===== config.mk =====
export PLATFORM = sky130hd
export DESIGN_NAME = sum_ascii_framer
export DESIGN_NICKNAME = d
export VERILOG_FILES = /design/src/rtl/sum_ascii_framer.sv
export SDC_FILE = /design/constraint.sdc
export NUM_CORES = 1
export LEC_CHECK = 0
export BUFFER_PORTS_ARGS = -buffer_cell sky130_fd_sc_hd__buf_2
export CAP_MARGIN = 20
export CORE_MARGIN = 1
export CORE_UTILIZATION = 40
export CTS_CLUSTER_DIAMETER = 40
export DETAILED_ROUTE_END_ITERATION = 10
export GPL_TIMING_DRIVEN = 0
export PLACE_DENSITY = 0.63
export SETUP_SLACK_MARGIN = 0.05
export SLEW_MARGIN = 20
export SYNTH_ARGS = -nofsm -noshare
export SYNTH_HDL_FRONTEND = slang
export SYNTH_SLANG_ARGS = --single-unit

===== constraint.sdc =====
create_clock -name clk -period 2.4 [get_ports clk]
set_input_delay 0.12 -clock clk [delete_from_list [all_inputs] [get_ports clk]]
set_output_delay 0.12 -clock clk [all_outputs]
set_load 0.02 [all_outputs]

===== src/rtl/sum_ascii_framer.sv =====
// sum_ascii_framer: captures the latched operand sum on a rising edge of start,
// splits it into tens/units by repeated subtract-10, and streams the ASCII
// frame "<tens><units>\r\n" to the UART TX byte interface over valid/ready.
// Optional build macro FRAMER_PREFIX_EN prepends "S=" to every frame.
module sum_ascii_framer #(
    parameter int OPERAND_W = 4
) (
    input  logic               clk,
    input  logic               reset,
    input  logic               start,
    input  logic [OPERAND_W:0] sum_in,
    output logic [7:0]         tx_data,
    output logic               tx_valid,
    input  logic               tx_ready,
    output logic               busy,
    output logic               frame_done
);

    localparam int SUM_W = OPERAND_W + 1;

    localparam logic [2:0] IDLE       = 3'd0;
    localparam logic [2:0] CONV       = 3'd1;
    localparam logic [2:0] SEND_TENS  = 3'd2;
    localparam logic [2:0] SEND_UNITS = 3'd3;
    localparam logic [2:0] SEND_CR    = 3'd4;
    localparam logic [2:0] SEND_LF    = 3'd5;
`ifdef FRAMER_PREFIX_EN
    localparam logic [2:0] SEND_S     = 3'd6;
    localparam logic [2:0] SEND_EQ    = 3'd7;
`endif

    logic [2:0]       state;
    logic             start_q;
    logic [SUM_W-1:0] work;
    logic [2:0]       tens;
    logic [7:0]       work_ext;
    logic             start_edge;
    logic             xfer;

    // Map a decimal digit value (0..9) onto its ASCII character.
    function automatic logic [7:0] ascii_digit(input logic [7:0] d);
        return 8'h30 + d;
    endfunction

    assign work_ext   = {{(8 - SUM_W){1'b0}}, work};
    assign start_edge = start & ~start_q;
    assign xfer       = tx_valid & tx_ready;
    assign busy       = (state != IDLE);

    // Frame sequencer: capture, decimal conversion, then one byte per accepted handshake.
    always_ff @(posedge clk) begin
        if (reset) begin
            state      <= IDLE;
            start_q    <= 1'b0;
            work       <= '0;
            tens       <= 3'd0;
            tx_data    <= 8'h00;
            tx_valid   <= 1'b0;
            frame_done <= 1'b0;
        end else begin
            start_q    <= start;
            frame_done <= 1'b0;
            case (state)
                IDLE: begin
                    if (start_edge) begin
                        work  <= sum_in;
                        tens  <= 3'd0;
                        state <= CONV;
                    end
                end
                CONV: begin
                    if (work_ext >= 8'd10) begin
                        work <= work - SUM_W'(10);
                        tens <= tens + 3'd1;
                    end else begin
                        tx_valid <= 1'b1;
`ifdef FRAMER_PREFIX_EN
                        state    <= SEND_S;
                        tx_data  <= 8'h53;
`else
                        state    <= SEND_TENS;
                        tx_data  <= ascii_digit({5'd0, tens});
`endif
                    end
                end
`ifdef FRAMER_PREFIX_EN
                SEND_S: begin
                    if (xfer) begin
                        state   <= SEND_EQ;
                        tx_data <= 8'h3D;
                    end
                end
                SEND_EQ: begin
                    if (xfer) begin
                        state   <= SEND_TENS;
                        tx_data <= ascii_digit({5'd0, tens});
                    end
                end
`endif
                SEND_TENS: begin
                    if (xfer) begin
                        state   <= SEND_UNITS;
                        tx_data <= ascii_digit(work_ext);
                    end
                end
                SEND_UNITS: begin
                    if (xfer) begin
                        state   <= SEND_CR;
                        tx_data <= 8'h0D;
                    end
                end
                SEND_CR: begin
                    if (xfer) begin
                        state   <= SEND_LF;
                        tx_data <= 8'h0A;
                    end
                end
                SEND_LF: begin
                    if (xfer) begin
                        state      <= IDLE;
                        tx_valid   <= 1'b0;
                        frame_done <= 1'b1;
                    end
                end
                default: begin
                    state    <= IDLE;
                    tx_valid <= 1'b0;
                end
            endcase
        end
    end

endmodule


Yosys cells after proc, flatten, opt, wreduce, memory -nomap -nowiden
Index checks and enable logic that the tools add are counted.
{"block": "totals", "register_bits": 22, "in_bits": 9}
{"block": "op_classes", "magnitude_cmp": 1, "add_sub_neg": 4, "n_bitwise": 5, "eq_ne": 12, "reduce_logical": 10, "mux": 22}
{"op": "8-bit two-way mux", "count": 4}
{"op": "8-bit one-hot mux with 4 select lines", "count": 1}
{"op": "3-bit two-way mux", "count": 8}
{"op": "3-bit one-hot mux with 6 select lines", "count": 1}
{"op": "2-bit inequality test (second input constant)", "count": 7}
{"op": "5-bit two-way mux", "count": 2}
{"op": "5-bit one-hot mux with 2 select lines", "count": 1}
{"op": "6-bit by 3-bit adder with 7-bit output (first input constant)", "count": 1}
{"op": "6-bit by 5-bit adder with 7-bit output (first input constant)", "count": 1}
{"op": "3-bit by 2-bit equality test with 1-bit output (second input constant)", "count": 2}
{"op": "3-bit equality test (second input constant)", "count": 2}
{"op": "3-bit one-hot mux with 2 select lines", "count": 1}
{"op": "3-bit AND reduction", "count": 2}
{"op": "6-bit AND reduction", "count": 1}
{"op": "5-bit by 4-bit >= comparator with 1-bit output (second input constant)", "count": 1}
{"op": "5-bit AND reduction", "count": 1}
{"op": "5-bit by 4-bit subtractor with 5-bit output (second input constant)", "count": 1}
{"op": "4-bit nonzero test", "count": 1}
{"op": "4-bit OR reduction", "count": 1}
{"op": "3-bit by 1-bit adder with 3-bit output (second input constant)", "count": 1}
{"op": "3-bit by 1-bit equality test with 1-bit output (second input constant)", "count": 1}
{"op": "3-bit zero test", "count": 1}
{"op": "1-bit two-way mux", "count": 3}
{"op": "1-bit NOT", "count": 3}
{"op": "other kinds (5)", "count": 6}

Longest topological paths before layout
Gate-level depths: netlist of the first run.
{"block": "logic_depth", "depth_word": 4, "depth_mapped": 6, "ltp_nobuf": 6}

Worst setup path after synthesis of the first run
OpenSTA, ideal clock, no wires.
{"block": "synth_path", "kind": "flip-flop to flip-flop", "start": "register work[1]", "end": "register work[1]", "path_buffers": 0, "required_time_ns": 2.251, "path_stages_with_launch": 7, "setup_slack_ns": 0.800, "arrival_ns": 1.451, "path_cell_list": "dfxtp_1 inv_1 ha_1 nor2b_1 o31ai_2 a221oi_1 a211oi_1"}
{"block": "synth_between", "elab_chain_len": 3, "elab_cells_between_ends": 6}
{"item": "start: declaration", "line": "34", "rtl": "logic [SUM_W-1:0] work;"}
{"item": "start signal: assignment", "line": "66", "rtl": "work <= sum_in;"}
{"item": "start signal: assignment", "line": "73", "rtl": "work <= work - SUM_W'(10);"}
{"item": "5-bit by 4-bit subtractor with 5-bit output or 5-bit by 4-bit >= comparator with 1-bit output (tied branches)", "line": "73, 72"}
{"item": "5-bit two-way mux or 2-bit inequality test (tied branches)"}
{"item": "5-bit one-hot mux with 2 select lines or 3-bit AND reduction (tied branches)"}
Parallel ways exist; a longest one is shown, timed or not. The select of a mux whose other input is x is not followed.
A chain may end at the register's enable or synchronous reset.

Final worst setup path of the first run
Ends and elaborated chain as after synthesis.

==> metrics.md, run 1 <==
| Metric | Value |
|---|---|
| Placed cell count | 190 |
| Fin nets | 176 |
| P per Cell Area | 766 nW/um^2 |
| Beginning of the worst register-to-register path | work[1] |
| Largest net degree at the start of global routing | 12 |
| Layout cell share with drive strength beyond 1 | 21.3% |
| Post-route setup slack | 0.556 ns |
| Sequential share of power | 40.5% |
| Placed Instance Area | 1290 sq um |
| End-of-flow core utilization | 48.5% |
| Pwr Total | 1.03 mW |
| CP max stage cell | dfxtp_1 |
| Switch Pwr | 0.389 mW |
| Max cap viols | 0 |
| WL/cell | 14.3 microns |
| Reg2reg end | work[1] |
| Total track usage | 18.5% |
| Final non-filler cell total | 195 |
| DRT Wirelength | 2780 microns |
| Worst vdd ir | 0.000418 V |
| Post-route setup TNS | 0 ns |
| Switching part of the total power | 37.9% |
| Clk sinks | 20 |
| Max FO, Critical Path | 9 |
| Worst Setup End Kind | flip-flop |
| CTS Buf Count | 3 |
| Seq/Total Area, Yosys | 34.4% |
| CP top delay family | compound AO/OA/AOI/OAI gates |
| Dpl ws | 0.580 ns |
| Status | complete, no violations |
| Clock power frac | 19.9% |
| Unrepaired setup endpoints after global routing | false |
| #FFs+latches synth | 20 |
| Min-Delay Endpoint | start_q |
| Leak | 0.511 nW |
| Type of the worst min-delay path | in2reg |
| Fmax | 542 MHz |
| Core ar. | 2760 sq um |
| Worst Tran Pin Value | 0.713 ns |
| Internal | 0.636 mW |
| GRT Max-Usage Layer | met2 |
| GR Layer Usage met1 | 24.7% |
| DR vias/cell | 5.83 |
| M3 GR Usage | 4.88% |
| Placer congestion estimate | 0.829 |
| TritonCTS clock tree | yes |
| Total vias in the final route | 1136 |
| DR iter-0 viols | 32 |
| Port buffer count | 18 |
| WS Path Type | reg2reg |
| Hold path cells | 2 |
| Clock Latency Late Sink | 0.31 ns |
| Final setup fails | 0 |
| Rows | 19 |
| Slew Limit Headroom | 52.3% |
| CP Cell Sequence | inv_1 > ha_1 > nor2b_1 > o31ai_2 > a221oi_1 > a211oi_1 |
| Setup Buffers After CTS | 0 |
| Post-Syn Area | 1160 sq um |
| Syn. warnings | 0 |
| DRT Pass-1 Iters | 4 |
| CTS max path bufs | 2 |
| Hold Crit Start | start |
| Reg-to-reg slack, setup | 0.56 ns |
| Post-synth EDFFs | 0 |
| Drc violations | 0 |
| Startpoint types | flip-flop |
| Synth Instances | 141 |
| Antenna Nets Post-Route | 0 |
| P&R area growth vs syn | 15.1% |
| Antenna diode instance count | 0 |
| Global route overflow | 0 |
| Clock Skew | 0.00154 ns |
| Starting Density | 42.2% |
| Die Y-Extent | 55.9 microns |
| Distinct cells, synth | 46 |
| Final hold violations | 0 |
| Die Wd | 55.9 microns |
| Initial antenna violation count | 0 |
| Number of global-route vias before repair | 1058 |
| Syn Nets | 152 |
| Final hold slack | 0.0253 ns |
| Worst r2r path cells | 6 |
| Final min period | 1.84 ns |
| H-Tree Depth | 1 |
| Worst-path clk slew | 0.12 ns |
| CP peak stage delay | 0.43 ns |
| M2 GR Usage | 29.8% |
| Syn_area_per_cell | 8.25 sq um |
| Slew Limit Fails | 0 |
| Ports | 20 |
| Combinational Power Share | 39.6% |
| Final worst-path cycle share | 76.8% |
| Critical path buffer and inverter count | 1 |
| Arrival @ worst endpoint | 2.02 ns |
| CP required | 2.57 ns |
| Clock Tree Root | clkbuf_4 |
| Detailed placement HPWL | 2000 microns |
| First-pass GRT wire length | 4620 microns |
| Finished Cell Area | 1340 sq um |
| Asr flop ratio synth | 0% |
| Ys flop type | dfxtp_1 |
| Die ar. | 3130 sq um |
[sequential cells by signal, summed over array words and instances, names as in the netlist]
signal and flops:
state 3, start_q 1, tx_valid 1, tens 3
frame_done 1, work 5, tx_data 6
[worst reg2reg max path, stage by stage (launching register included)]
cell and delay [ns]:
dfxtp_1 0.43, inv_1 0.09, ha_1 0.24, nor2b_1 0.38, o31ai_2 0.21, a221oi_1 0.28
a211oi_1 0.08
[how the worst max path moves through the flow]
stage	slack, ns	to	from	cells after the start
after floorplan	0.80	work[1]	work[1]	6
after global placement	0.61	work[1]	work[1]	6
after detailed placement	0.58	work[1]	work[1]	6
after CTS	0.56	work[1]	work[1]	6
after global routing	0.38	work[1]	work[1]	6
final	0.56	work[1]	work[1]	6
[power groups by stage]
stage	Sequential (mW)	Combinational [mW]	Clock (mW)
2_1_floorplan	0.442	0.280	0
3_3_place_gp	0.419	0.395	0
3_5_place_dp	0.421	0.403	0
4_1_cts	0.414	0.405	0.211
5_1_grt	0.421	0.443	0.228
6_report	0.416	0.406	0.204
[cells in the mapped netlist, types with 2 or more instances]
library cell,count,area [sq um]
a211oi_1,3,22.5
a21oi_1,15,75.1
a2bb2oi_1,2,17.5
buf_4,2,15.0
clkbuf_1,6,22.5
dfxtp_1,20,400
ha_1,2,25.0
inv_1,6,22.5
nand2_1,8,30.0
nand2b_1,4,25.0
nand3_1,10,50.1
nand4b_1,2,17.5
nor2_1,8,30.0
nor2b_1,3,18.8
nor3_1,11,55.1
o211ai_1,2,15.0
o21ai_0,5,25.0
o22ai_1,2,12.5
o32a_1,3,30.0
[cells by family after synthesis]
| logic type | Yosys count | share of synthesized area [%] |
|---|---|---|
| and+or+nand+nor | 60 | 31.9 |
| DFF | 20 | 34.4 |
| buffers and inverters | 16 | 6.56 |
| adders and majority gates | 2 | 2.15 |
| other | 1 | 0.322 |
| AOI/OAI and AO/OA | 42 | 24.6 |
[what timing repair did]
action	CTS	global route
resized for setup	0	0
hold endpoints to repair	1	0
hold buffers	1	0
[final cells by class]
type,instances,area [sq um]
repair buffers,19,100
multi-input cells,105,687
plain buffers,10,53.8
flip-flops and latches,20,400
clock buffers,4,36.3
fillers,256,1420
well taps,31,38.8
inverters,6,22.5
[routing by layer]
layer  part of all wire, %  wire, microns  vias to the layer above
li1                      -              -                      574
met1                    49           1360                      538
met2                    46           1280                       22
met3                   4.5            126                        2
met4                  0.79             22                        0
met5                     0              0                        -
[cells in the final DEF, fill, tap and decap left out, drive strengths merged, types with 3 or more instances in the layout]
cell    netlist  layout
a21oi        15      15
o21ai         5       5
dfxtp        20      20
nand2         8       8
nand2b        4       4
nor2          8       8
clkbuf        6      10
nor2b         3       3
nor3         11      11
inv           6       6
nand3        10      10
o32a          3       3
a211oi        4       4
buf           4      22
Power figures use the tool's default switching activity.
==> run 2: changes to the inputs <==
Clock period 2.4 ns to 1.72 ns, I/O delays scaled along.
==> run 2 against run 1 <==
Effect of this change:
- wire length grew 5.0%
- first-iteration DRC count grew 88%
- combinational power grew 50%
- sequential share of layout area shrank 1.2 points
- maximum frequency grew 11%
- critical path depth shrank 2
- non-clock buffer count grew 2
- die area is the same
- clock skew grew 0.0018 ns
- global-route usage grew 0.93 points
- setup slack lost 0.50 ns
- count of clock-buffer cells in the layout is the same
- largest cell class unchanged
- highest routed layer unchanged
==> metrics.md, run 2 (synthesis results as in run 1) <==
| Metric | Value |
|---|---|
| Status | complete, no violations |
| TritonCTS clock tree | yes |
| Clock Tree Root | clkbuf_4 |
| Max cap viols | 0 |
| Slew Limit Fails | 0 |
| Final hold violations | 0 |
| Final min period | 1.66 ns |
| Commonest non-fill, non-tap cell in the layout | buf_2 |
| Starting Density | 42.2% |
| Layout cell share with drive strength beyond 1 | 30.1% |
| CP required | 1.91 ns |
| Pwr Total | 1.50 mW |
| Ports | 20 |
| P per Cell Area | 1050 nW/um^2 |
| Type of the worst min-delay path | in2reg |
| Slew Limit Headroom | 65.8% |
| Largest net degree at the start of global routing | 12 |
| Die ar. | 3130 sq um |
| Clock Latency Late Sink | 0.31 ns |
| DRT Pass-1 Iters | 4 |
| Worst vdd ir | 0.000555 V |
| H-Tree Depth | 1 |
| Post-route setup slack | 0.0611 ns |
| Fin nets | 178 |
| Worst-path clk slew | 0.12 ns |
| Clk sinks | 20 |
| P&R area growth vs syn | 22.4% |
| Arrival @ worst endpoint | 1.85 ns |
| Fmax | 603 MHz |
| Drc violations | 0 |
| Leak | 0.537 nW |
| Top reg by flops | tx_data |
| Rows | 19 |
| Commonest cells after routing, fill and taps aside | buf_2, dfxtp_1, a21oi_1, nand3_1, nor3_1 |
| DR iter-0 viols | 60 |
| Finished Cell Area | 1420 sq um |
| Dpl ws | -0.100 ns |
| Worst Setup End Kind | flip-flop |
| DRT Wirelength | 2920 microns |
| Total track usage | 19.5% |
| Biggest regs | tx_data (6), work (5) |
| Worst Tran Pin Value | 0.513 ns |
| Global route overflow | 0 |
| Number of global-route vias before repair | 1087 |
| Die Wd | 55.9 microns |
| Unrepaired setup endpoints after global routing | true |
| WS Path Type | reg2reg |
| Detailed placement HPWL | 2000 microns |
| WL/cell | 14.8 microns |
| First-pass GRT wire length | 4850 microns |
| Area of the multi-input gates | 738 sq um |
| Antenna Nets Post-Route | 0 |
| Initial antenna violation count | 0 |
| Core ar. | 2760 sq um |
| Final setup fails | 0 |
| Area occupied by registers | 409 sq um |
| CTS max path bufs | 2 |
| Port buffer count | 18 |
| Max FO, Critical Path | 8 |
| Startpoint types | flip-flop |
| Placer congestion estimate | 0.829 |
| Antenna diode instance count | 0 |
| DR vias/cell | 5.86 |
| Final worst-path cycle share | 96.4% |
| CTS Buf Count | 3 |
| Placed Instance Area | 1290 sq um |
| Clock Skew | 0.00331 ns |
| Number of flip-flops in the largest register | 6 |
| Die Y-Extent | 55.9 microns |
| Total vias in the final route | 1155 |
| # fillers | 250 |
run 2: cell count changes in the layout (fill, tap and decap cells not counted), moves of 2 or more:
cell | previous run | this run
a21oi_2 | 0 | 2
dfxtp_1 | 20 | 15
a21oi_1 | 15 | 13
dfxtp_2 | 0 | 4
dlygate4sd3_1 | 1 | 3
clkbuf_1 | 6 | 4
run 2: cell type report:
class / instances / area share [%]
buffer: 7 / 2.46
timing repair buffer: 24 / 10.1
multi-input combinational: 105 / 51.8
inverter: 6 / 1.58
tap: 31 / 2.72
sequential: 20 / 28.7
clock buffer: 4 / 2.55
run 2: repair_timing:
action / 4_1_cts / 5_1_grt
buffers inserted: 2 / 0
gates cloned: 0 / 1
endpoints found under the hold margin: 2 / 0
setup endpoints to repair: 15 / 9
hold buffers: 3 / 0
resized for setup: 10 / 8
pin swaps: 1 / 3
run 2: metal layers:
metal / part of all wire [%] / routed length, microns / vias up / track usage [%]
met2: 47 / 1380 / 24 / 31.7
met4: 0.75 / 22 / 0 / 5.23
li1: - / - / 582 / -
met3: 4.0 / 116 / 2 / 5.12
met1: 48 / 1400 / 547 / 25.7
met5: 0 / 0 / - / 0
run 2: path summary, 6_finish.rpt:
kind / from / end / slack, ns / depth (start not counted)
setup / recovery: state[0] / tx_data[1] / 0.06 / 4
hold / removal: sum_in[0] / work[0] / 0.02 / 3
setup reg to reg: state[0] / tx_data[1] / 0.06 / 4
hold reg to reg: tx_data[6] / tx_data[6] / 0.48 / 2
run 2: where the power goes:
part	switching, mW	internal, mW
clock network	0.152	0.129
registers	0.0776	0.529
logic	0.340	0.268
total	0.569	0.926
run 2: critical path: stages, from the launching register on:
cell,delay [ns]
dfxtp_2,0.43
or3b_4,0.43
or4_4,0.47
a21oi_2,0.16
nor3_1,0.05
run 2: through the flow:
stage	utilization [%]	hold WS [ns]	std cells	TNS (ns)
6_report	51.6	0.0238	197	0
5_1_grt	51.6	0.0133	197	0
4_1_cts	51.3	0.0131	199	0
3_5_place_dp	46.9	0.279	190	-0.245
3_3_place_gp	46.9	0.273	190	-0.119
2_1_floorplan	-	0.158	141	0
